### config.mk
export PLATFORM = sky130hd
export DESIGN_NAME = ats_cmd_collector
export DESIGN_NICKNAME = d
export VERILOG_FILES = /design/src/rtl/ats_cmd_collector.sv
export SDC_FILE = /design/constraint.sdc
export NUM_CORES = 1
export LEC_CHECK = 0
export BUFFER_PORTS_ARGS = -buffer_cell sky130_fd_sc_hd__buf_4
export CAP_MARGIN = 20
export CORE_ASPECT_RATIO = 0.9
export CORE_MARGIN = 1.5
export CORE_UTILIZATION = 45
export CTS_BUF_LIST = sky130_fd_sc_hd__clkbuf_4
export DETAILED_ROUTE_END_ITERATION = 7
export PLACE_DENSITY_LB_ADDON = 0.25
export SETUP_SLACK_MARGIN = 0.4
export SYNTH_ARGS = -nofsm -noshare
export SYNTH_HDL_FRONTEND = slang
export SYNTH_SLANG_ARGS = --single-unit
### constraint.sdc
create_clock -name clk -period 6.49 [get_ports clk]
set_input_delay 0.9735 -clock clk [delete_from_list [all_inputs] [get_ports clk]]
set_output_delay 0.9735 -clock clk [all_outputs]
set_load 0.03 [all_outputs]
### src/rtl/ats_cmd_collector.sv
// Two-word instruction collector for N client lanes feeding a valid/ready FIFO to the ATS core.
// Optional build macro: ATS_CMD_OPCODE_FILTER_EN drops opcode 100 words and flags them as protocol errors.
module ats_cmd_collector #(
  parameter int NUM_CLIENTS = 2,
  parameter int WORD_W      = 16,
  parameter int DEPTH       = 4,
  localparam int CLIENT_W   = (NUM_CLIENTS > 1) ? $clog2(NUM_CLIENTS) : 1,
  localparam int LVL_W      = $clog2(DEPTH + 1)
) (
  input  logic                          clk,
  input  logic                          reset,
  input  logic                          req,
  input  logic [NUM_CLIENTS*WORD_W-1:0] ctrl,
  output logic                          ready,
  output logic                          proto_err,
  output logic                          cmd_valid,
  input  logic                          cmd_ready,
  output logic [2*WORD_W-1:0]           cmd_data,
  output logic [CLIENT_W-1:0]           cmd_client,
  output logic [LVL_W-1:0]              level,
  output logic [1:0]                    fsm_state
);

  // Handshakes: req is taken only in a cycle where ready=1; the head entry leaves on the
  // rising edge where cmd_valid && cmd_ready; neither side may make valid wait on ready.

  localparam int PTR_W = (DEPTH > 1) ? $clog2(DEPTH) : 1;

  typedef enum logic [1:0] {
    S_IDLE  = 2'd0,
    S_WORD2 = 2'd1,
    S_PUSH  = 2'd2
  } state_t;

  state_t state_q, state_d;

  logic [WORD_W-1:0]      word1_q [NUM_CLIENTS];
  logic [WORD_W-1:0]      word2_q [NUM_CLIENTS];
  logic [NUM_CLIENTS-1:0] pend_q;
  logic [NUM_CLIENTS-1:0] pend_w1;
  logic                   filt_hit;
  logic                   filt_err_q;

  logic [NUM_CLIENTS-1:0] sel_oh;
  logic [CLIENT_W-1:0]    sel_idx;

  logic accept;
  logic push;
  logic pop;
  logic space_ok;

  logic [2*WORD_W-1:0] mem_data   [DEPTH];
  logic [CLIENT_W-1:0] mem_client [DEPTH];
  logic [PTR_W-1:0]    wr_ptr;
  logic [PTR_W-1:0]    rd_ptr;
  logic [LVL_W-1:0]    level_q;

  // Word1 opcode decode per lane: decides which clients carry a real instruction.
  always_comb begin
    pend_w1  = '0;
    filt_hit = 1'b0;
    for (int i = 0; i < NUM_CLIENTS; i++) begin
`ifdef ATS_CMD_OPCODE_FILTER_EN
      pend_w1[i] = (ctrl[i*WORD_W + WORD_W-3 +: 3] != 3'b000) &&
                   (ctrl[i*WORD_W + WORD_W-3 +: 3] != 3'b100);
      if (ctrl[i*WORD_W + WORD_W-3 +: 3] == 3'b100) filt_hit = 1'b1;
`else
      pend_w1[i] = (ctrl[i*WORD_W + WORD_W-3 +: 3] != 3'b000);
`endif
    end
  end

  // Lowest-index pending client wins the single write slot each PUSH cycle.
  always_comb begin
    sel_idx = '0;
    sel_oh  = '0;
    for (int i = NUM_CLIENTS-1; i >= 0; i--) begin
      if (pend_q[i]) begin
        sel_idx = CLIENT_W'(i);
        sel_oh  = NUM_CLIENTS'(1) << i;
      end
    end
  end

  always_ff @(posedge clk or negedge reset) begin
    if (!reset) state_q <= S_IDLE;
    else        state_q <= state_d;
  end

  always_comb begin
    state_d = state_q;
    case (state_q)
      S_IDLE:  if (accept) state_d = S_WORD2;
      S_WORD2: state_d = (|pend_q) ? S_PUSH : S_IDLE;
      S_PUSH:  if ((pend_q & ~sel_oh) == '0) state_d = S_IDLE;
      default: state_d = S_IDLE;
    endcase
  end

  // Free space of at least one entry per client keeps the PUSH burst from overflowing.
  always_comb begin
    space_ok  = (int'(level_q) <= (DEPTH - NUM_CLIENTS));
    ready     = (state_q == S_IDLE) && space_ok;
    accept    = req && ready;
    push      = (state_q == S_PUSH) && (|pend_q);
    proto_err = (req && !ready) || filt_err_q;
    fsm_state = state_q;
  end

  always_ff @(posedge clk or negedge reset) begin
    if (!reset) begin
      pend_q     <= '0;
      filt_err_q <= 1'b0;
      for (int i = 0; i < NUM_CLIENTS; i++) begin
        word1_q[i] <= '0;
        word2_q[i] <= '0;
      end
    end else begin
      filt_err_q <= accept && filt_hit;
      if (accept) begin
        pend_q <= pend_w1;
        for (int i = 0; i < NUM_CLIENTS; i++) word1_q[i] <= ctrl[i*WORD_W +: WORD_W];
      end else if (push) begin
        pend_q <= pend_q & ~sel_oh;
      end
      if (state_q == S_WORD2) begin
        for (int i = 0; i < NUM_CLIENTS; i++) word2_q[i] <= ctrl[i*WORD_W +: WORD_W];
      end
    end
  end

  assign pop       = cmd_valid && cmd_ready;
  assign cmd_valid = (level_q != '0);
  assign level     = level_q;

  always_ff @(posedge clk) begin
    if (push) begin
      mem_data[wr_ptr]   <= {word1_q[sel_idx], word2_q[sel_idx]};
      mem_client[wr_ptr] <= sel_idx;
    end
  end

  always_ff @(posedge clk or negedge reset) begin
    if (!reset) begin
      wr_ptr  <= '0;
      rd_ptr  <= '0;
      level_q <= '0;
    end else begin
      if (push) wr_ptr <= (wr_ptr == PTR_W'(DEPTH-1)) ? '0 : wr_ptr + 1'b1;
      if (pop)  rd_ptr <= (rd_ptr == PTR_W'(DEPTH-1)) ? '0 : rd_ptr + 1'b1;
      case ({push, pop})
        2'b10:   level_q <= level_q + 1'b1;
        2'b01:   level_q <= level_q - 1'b1;
        default: level_q <= level_q;
      endcase
    end
  end

  // Head fields read as zero whenever the queue is empty.
  assign cmd_data   = cmd_valid ? mem_data[rd_ptr]   : '0;
  assign cmd_client = cmd_valid ? mem_client[rd_ptr] : '0;

endmodule

==> summary.md, run 1 <==
| Metric | Value |
|---|---|
| Status | `completed` |
| Number of global-route vias before repair | `4706` |
| Iteration-0 DRC Markers | `217` |
| Die width | `147.6 um` |
| Fin Clk Skew | `0.02970 ns` |
| Cell Count, Final, Fillers Out | `840` |
| Die Ht | `133.2 um` |
| Wire per inst | `19.27 um` |
| Antenna Nets Post-Route | `0` |
| Post-DP Area | `0.009263 mm2` |
| Setup Crit Path Kind | `flop to output port` |
| Core area | `0.01841 mm2` |
| Slew headroom | `0.2706` |
| CTS tree | `built` |
| Crit path largest cell delay | `0.63 ns` |
| CP most frequent cell | `buf_4` |
| Initial antenna violation count | `0` |
| PostCTS Resize Cnt | `0` |
| Dpl ws | `3.394 ns` |
| Power Total | `5.430 mW` |
| Ys async rst share | `0.3623` |
| F_max | `268.7 MHz` |
| Critical path launch point type | `flop` |
| Slowest CP cell | `dfrtp_2` |
| Port Buffer Count | `76` |
| Clock Latency Late Sink | `0.65 ns` |
| Total Routing Usage GR | `0.1733` |
| Proportion of layout cells with a drive suffix above 1 | `0.5227` |
| CP cell instances | `buf_4 -> mux4_2 -> and2_1 -> buf_4` |
| Post-Route WL | `16180 um` |
| Crit path required time | `5.52 ns` |
| CTS Hold Bufs | `0` |
| Ys flop type | `edfxtp_1` |
| Starting Density | `0.4601` |
| Syn Nets | `483` |
| Pleak | `3.911 nW` |
| Max Buffers Root-to-Sink | `3` |
| Ys Warns | `0` |
| IO Pins | `77` |
| Largest net degree at the start of global routing | `76` |
| # DRC | `0` |
| CTS Sinks | `207` |
| # nets final | `594` |
| Pins Over Slew Limit | `0` |
| Unrepaired setup endpoints after global routing | `no` |
| Yosys top cell area share | `0.4680` |
| Final min period | `3.722 ns` |
| First-pass GRT wire length | `25900 um` |
| Root buffer cell | `clkbuf_4` |
| Worst Path Arrival | `2.75 ns` |
| Synthesized area | `0.008469 mm2` |
| Row cnt | `47` |
| Largest area contributor in the netlist | `edfxtp_1` |
| Setup_tns | `0 ns` |
| RD Place Congestion | `0.7353` |
| Vias per cell | `5.096` |
| Synthesized flop and latch total | `207` |
| Synth cell types | `24` |
| Sequential area share after synthesis | `0.6896` |
| Placed insts | `740` |
| Die ar. | `0.01965 mm2` |
| Global route overflow | `0` |
| H-tree depth | `2` |
| Most frequent cells in the layout | `edfxtp_1, clkbuf_4, buf_4, mux2_2, dfrtp_1` |
| Commonest non-fill, non-tap cell in the layout | `edfxtp_1` |
| Crit. End Element | `output port` |
| Worst slew pin tran | `1.092 ns` |
| FF/Latch Area | `0.005843 mm2` |
| Setup WS post-layout | `2.768 ns` |
| Via count | `4281` |
| Area Growth Syn to Fin | `17.99%` |
| Area of the multi-input gates | `0.002501 mm2` |
| Final worst path period share | `0.5735` |
| Inserted Diodes | `0` |
| CTS clk-pin slew, worst paths | `0.07 ns` |
| Finished Core Util | `0.5429` |
| PwrDens | `543.3 mW/mm2` |
| TritonCTS Buffers | `52` |
| DR pass1 iterations | `4` |
| Post-detail-place hpwl | `9457 um` |
| Crit-path max FO | `23` |
| Post-CTS setup buffer count | `0` |
| Mean Syn Cell Area | `19.25 um2` |
| Max-cap violations | `0` |
| Fin area | `0.009993 mm2` |
| Post-synth EDFFs | `132` |
| Hold WC Path Type | `input port to async pin` |
| Final Hold Viols | `0` |
| Final number of setup-violating endpoints | `0` |
| Hold slack | `0.1410 ns` |
| Fillers | `1510` |
| Synthesized instance count | `440` |
| Worst IR drop on VDD | `0.2418 mV` |
| Synth area leaders | `edfxtp_1, dfrtp_1, mux2_2, mux4_2, mux2_4` |
## cells in the mapped netlist (2+ instances only)
| cell | number |
|---|---|
| mux4_2 | 33 |
| inv_1 | 7 |
| nor2_1 | 5 |
| nor2b_1 | 3 |
| clkbuf_1 | 10 |
| xor2_1 | 2 |
| buf_6 | 3 |
| nor3_1 | 2 |
| edfxtp_1 | 132 |
| and2_1 | 38 |
| ha_1 | 6 |
| mux2_2 | 73 |
| mux2_4 | 27 |
| o21ai_0 | 3 |
| nand2_1 | 2 |
| dfrtp_1 | 75 |
| buf_2 | 10 |
| mux2i_1 | 3 |
## layer usage
metal | vias up | wire length, um | track usage
li1 | 1934 | - | -
met1 | 2214 | 7417 | 0.2380
met2 | 95 | 7777 | 0.2708
met3 | 38 | 631 | 0.03733
met4 | 0 | 357 | 0.07111
met5 | - | 0 | 0
## state kept, by name, indices dropped and copies added (netlist names)
signal / cells
mem_client: 4
level: 3
rd_ptr: 2
word1_q: 32
wr_ptr: 2
word2_q: 32
fsm_state: 2
mem_data: 128
pend_q: 2
## path summary, 6_finish.rpt
kind | startpoint | slack (ns) | cells past startpoint | end
hold / removal | reset | 0.14 | 1 | word2_q[25]
setup reg to reg | level[0] | 4.01 | 9 | level[2]
setup / recovery | rd_ptr[0] | 2.77 | 4 | cmd_data[20]
hold reg to reg | word2_q[2] | 0.50 | 1 | word2_q[2]
min in group clk | word2_q[2] | 0.50 | 1 | word2_q[2]
max in group asynchronous | reset | 5.78 | 2 | word1_q[31]
## worst max-delay path, delay by kind of cell (launching register included)
family,cells,cell delay [ns]
flip-flops,1,0.63
multiplexers,1,0.58
AND/OR/NAND/NOR,1,0.18
buffers and inverters,2,0.68
## kinds of logic after synthesis
| group | after synthesis | synth area share |
|---|---|---|
| compound gates | 4 | 0.005023 |
| simple gates | 53 | 0.03738 |
| fa+ha+maj | 7 | 0.01123 |
| flops | 207 | 0.6896 |
| buf+inv | 30 | 0.01743 |
| mux | 136 | 0.2362 |
| xor+xnor | 3 | 0.003103 |
## area by class of cell
class                           instances  share of cell area
Clock buffer                           83             0.06235
Clock inverter                         15            0.006010
Inverter                                7            0.002629
Multi-Input combinational cell        203              0.2503
Sequential cell                       207              0.5847
Tap cell                              245             0.03067
Timing Repair Buffer                   80             0.06335
## power by group
group / internal (mW) / switching [mW]
registers: 1.95 / 0.235
logic: 1.04 / 1.11
clock network: 0.581 / 0.509
total: 3.58 / 1.85
Note: power is estimated with default switching activity, not from simulation.
==> run 2, diff against run 1 <==
Clock period 6.49 ns to 3.9 ns, I/O delays scaled along.
==> summary.md, run 2 (same netlist as run 1, synthesis figures left out) <==
| Metric | Value |
|---|---|
| Starting Density | `0.4601 (unchanged)` |
| Max Buffers Root-to-Sink | `3 (unchanged)` |
| Root buffer cell | `clkbuf_4` |
| Worst Path Arrival | `2.58 ns (-0.17 ns)` |
| Wire length on met1 | `7090 um (-4.4%)` |
| Die Ht | `133.2 um (unchanged)` |
| Reg2reg setup slack | `1.42 ns (-2.59 ns)` |
| Worst slew pin tran | `1.111 ns (+0.01927 ns)` |
| Biggest regs | `mem_data (128), word1_q (32), word2_q (32)` |
| Final Hold Viols | `0 (unchanged)` |
| FF/Latch Area | `0.005843 mm2 (unchanged)` |
| # nets final | `592 (-0.34%)` |
| Dpl ws | `1.340 ns (-2.054 ns)` |
| Proportion of layout cells with a drive suffix above 1 | `0.5169 (-0.005797)` |
| Final min period | `3.168 ns` |
| DR pass1 iterations | `4 (unchanged)` |
| CTS tree | `built` |
| Post-CTS setup buffer count | `0 (unchanged)` |
| Area Growth Syn to Fin | `17.46%` |
| Slowest CP cell | `dfrtp_2` |
| Worst reg2reg endpoint | `level[2]` |
| Slew headroom | `0.2577 (-0.01288)` |
| Pins Over Slew Limit | `0 (unchanged)` |
| Die width | `147.6 um (unchanged)` |
| Vias per cell | `5.141 (+0.87%)` |
| F_max | `315.6 MHz` |
| DR top layer | `met4` |
| PwrDens | `899.3 mW/mm2 (+66%)` |
| Core area | `0.01841 mm2 (unchanged)` |
| Iteration-0 DRC Markers | `225 (+3.7%)` |
| Area of the multi-input gates | `0.002501 mm2 (unchanged)` |
| Worst reg2reg path depth | `9 (unchanged)` |
| PostCTS Resize Cnt | `0 (unchanged)` |
| Number of global-route vias before repair | `4724 (+0.38%)` |
| CTS clk-pin slew, worst paths | `0.07 ns (about the same)` |
| Hold WC Path Type | `input port to async pin` |
| Via count | `4303 (+0.51%)` |
| Crit-path max FO | `21 (-8.7%)` |
| CTS Sinks | `207 (unchanged)` |
| RR Startpoint | `level[1]` |
| Max-cap violations | `0 (unchanged)` |
| CP cell instances | `buf_12 -> mux4_2 -> and2_1 -> buf_4` |
| Global route overflow | `0 (unchanged)` |
| H-tree depth | `2 (unchanged)` |
| Fillers | `1513 (+0.20%)` |
| Most frequent cells in the layout | `edfxtp_1, clkbuf_4, buf_4, mux2_2, dfrtp_1` |
| Setup Crit Path Kind | `flop to output port` |
| Fin area | `0.009948 mm2 (-0.45%)` |
| Power Total | `8.946 mW (+65%)` |
| Fin Clk Skew | `0.05664 ns (+0.02694 ns)` |
| Die ar. | `0.01965 mm2 (unchanged)` |
| TritonCTS Buffers | `52 (unchanged)` |
| Clock Latency Late Sink | `0.65 ns (about the same)` |
| Final number of setup-violating endpoints | `0 (unchanged)` |
| First-pass GRT wire length | `25570 um (-1.3%)` |
| Critical path launch point type | `flop` |
| Largest Register | `mem_data` |
| Crit. End Element | `output port` |
| Post-Route WL | `16050 um (-0.85%)` |
| Final worst path period share | `0.8124` |
| Initial antenna violation count | `0 (unchanged)` |
| Setup WS post-layout | `0.7317 ns (-2.036 ns)` |
| Crit path largest cell delay | `0.75 ns (+0.12 ns)` |
| Wire per inst | `19.17 um (-0.50%)` |
| CTS Hold Bufs | `0 (unchanged)` |
| Row cnt | `47 (unchanged)` |
| Unrepaired setup endpoints after global routing | `no` |
| Largest net degree at the start of global routing | `76 (unchanged)` |
| Post-DP Area | `0.009275 mm2 (+0.14%)` |
| Setup_tns | `0 ns (unchanged)` |
| Met2 routed WL | `8092 um (+4.1%)` |
| Commonest non-fill, non-tap cell in the layout | `edfxtp_1` |
| Worst IR drop on VDD | `0.6286 mV (+160%)` |
| Antenna Nets Post-Route | `0 (unchanged)` |
| RD Place Congestion | `0.7281 (-0.98%)` |
| Status | `completed` |
| IO Pins | `77 (unchanged)` |
| Port Buffer Count | `76 (unchanged)` |
| Total Routing Usage GR | `0.1712 (-0.002117)` |
| Pleak | `3.884 nW (-0.68%)` |
| # DRC | `0 (unchanged)` |
| Crit path required time | `3.31 ns (-2.21 ns)` |
| Met3 WL | `627 um (-0.63%)` |
| Inserted Diodes | `0 (unchanged)` |
| Post-detail-place hpwl | `9566 um (+1.2%)` |
| Max FFs per register | `128 (unchanged)` |
-- run 2: cell type report --
class / count / share of cell area
clock inverters: 15 / 0.005785
clock buffers: 82 / 0.06188
flip-flops and latches: 207 / 0.5873
well taps: 245 / 0.03081
inverters: 7 / 0.002641
multi-input cells: 203 / 0.2514
repair buffers: 78 / 0.06012
-- run 2: power breakdown --
group	switching [mW]	internal [mW]	total (mW)
Combinational	1.77	1.73	3.50
Clock	0.831	0.955	1.79
Sequential	0.412	3.25	3.66
Total	3.01	5.93	8.95
-- run 2: worst max-delay path by stage --
stage	from	endpoint	slack, ns
floorplan	level[0]	cmd_data[22]	1.59
CTS	rd_ptr[0]	cmd_data[25]	0.64
global route	rd_ptr[0]	cmd_data[25]	0.57
detailed placement	rd_ptr[0]	cmd_data[25]	1.34
finish	rd_ptr[0]	cmd_data[25]	0.73
global placement	rd_ptr[0]	cmd_data[29]	1.36
-- run 2: metal layers --
metal	vias up	GRT usage
li1	1935	-
met1	2244	0.2294
met2	100	0.2786
met3	24	0.03733
met4	0	0.05944
met5	-	0
-- run 2: stage by stage --
stage	utilization	hold slack, ns	instances
floorplan	-	0.2894	440
global placement	0.5039	0.4835	740
detailed placement	0.5039	0.4900	740
CTS	0.5405	0.1076	837
global route	0.5405	0.1492	837
finish	0.5405	0.1194	837
-- run 2: critical path: cells and delay by family (launching register included) --
kind	cells	cell delay [ns]
AND/OR/NAND/NOR	1	0.18
buffers and inverters	2	0.45
multiplexers	1	0.54
flip-flops	1	0.75
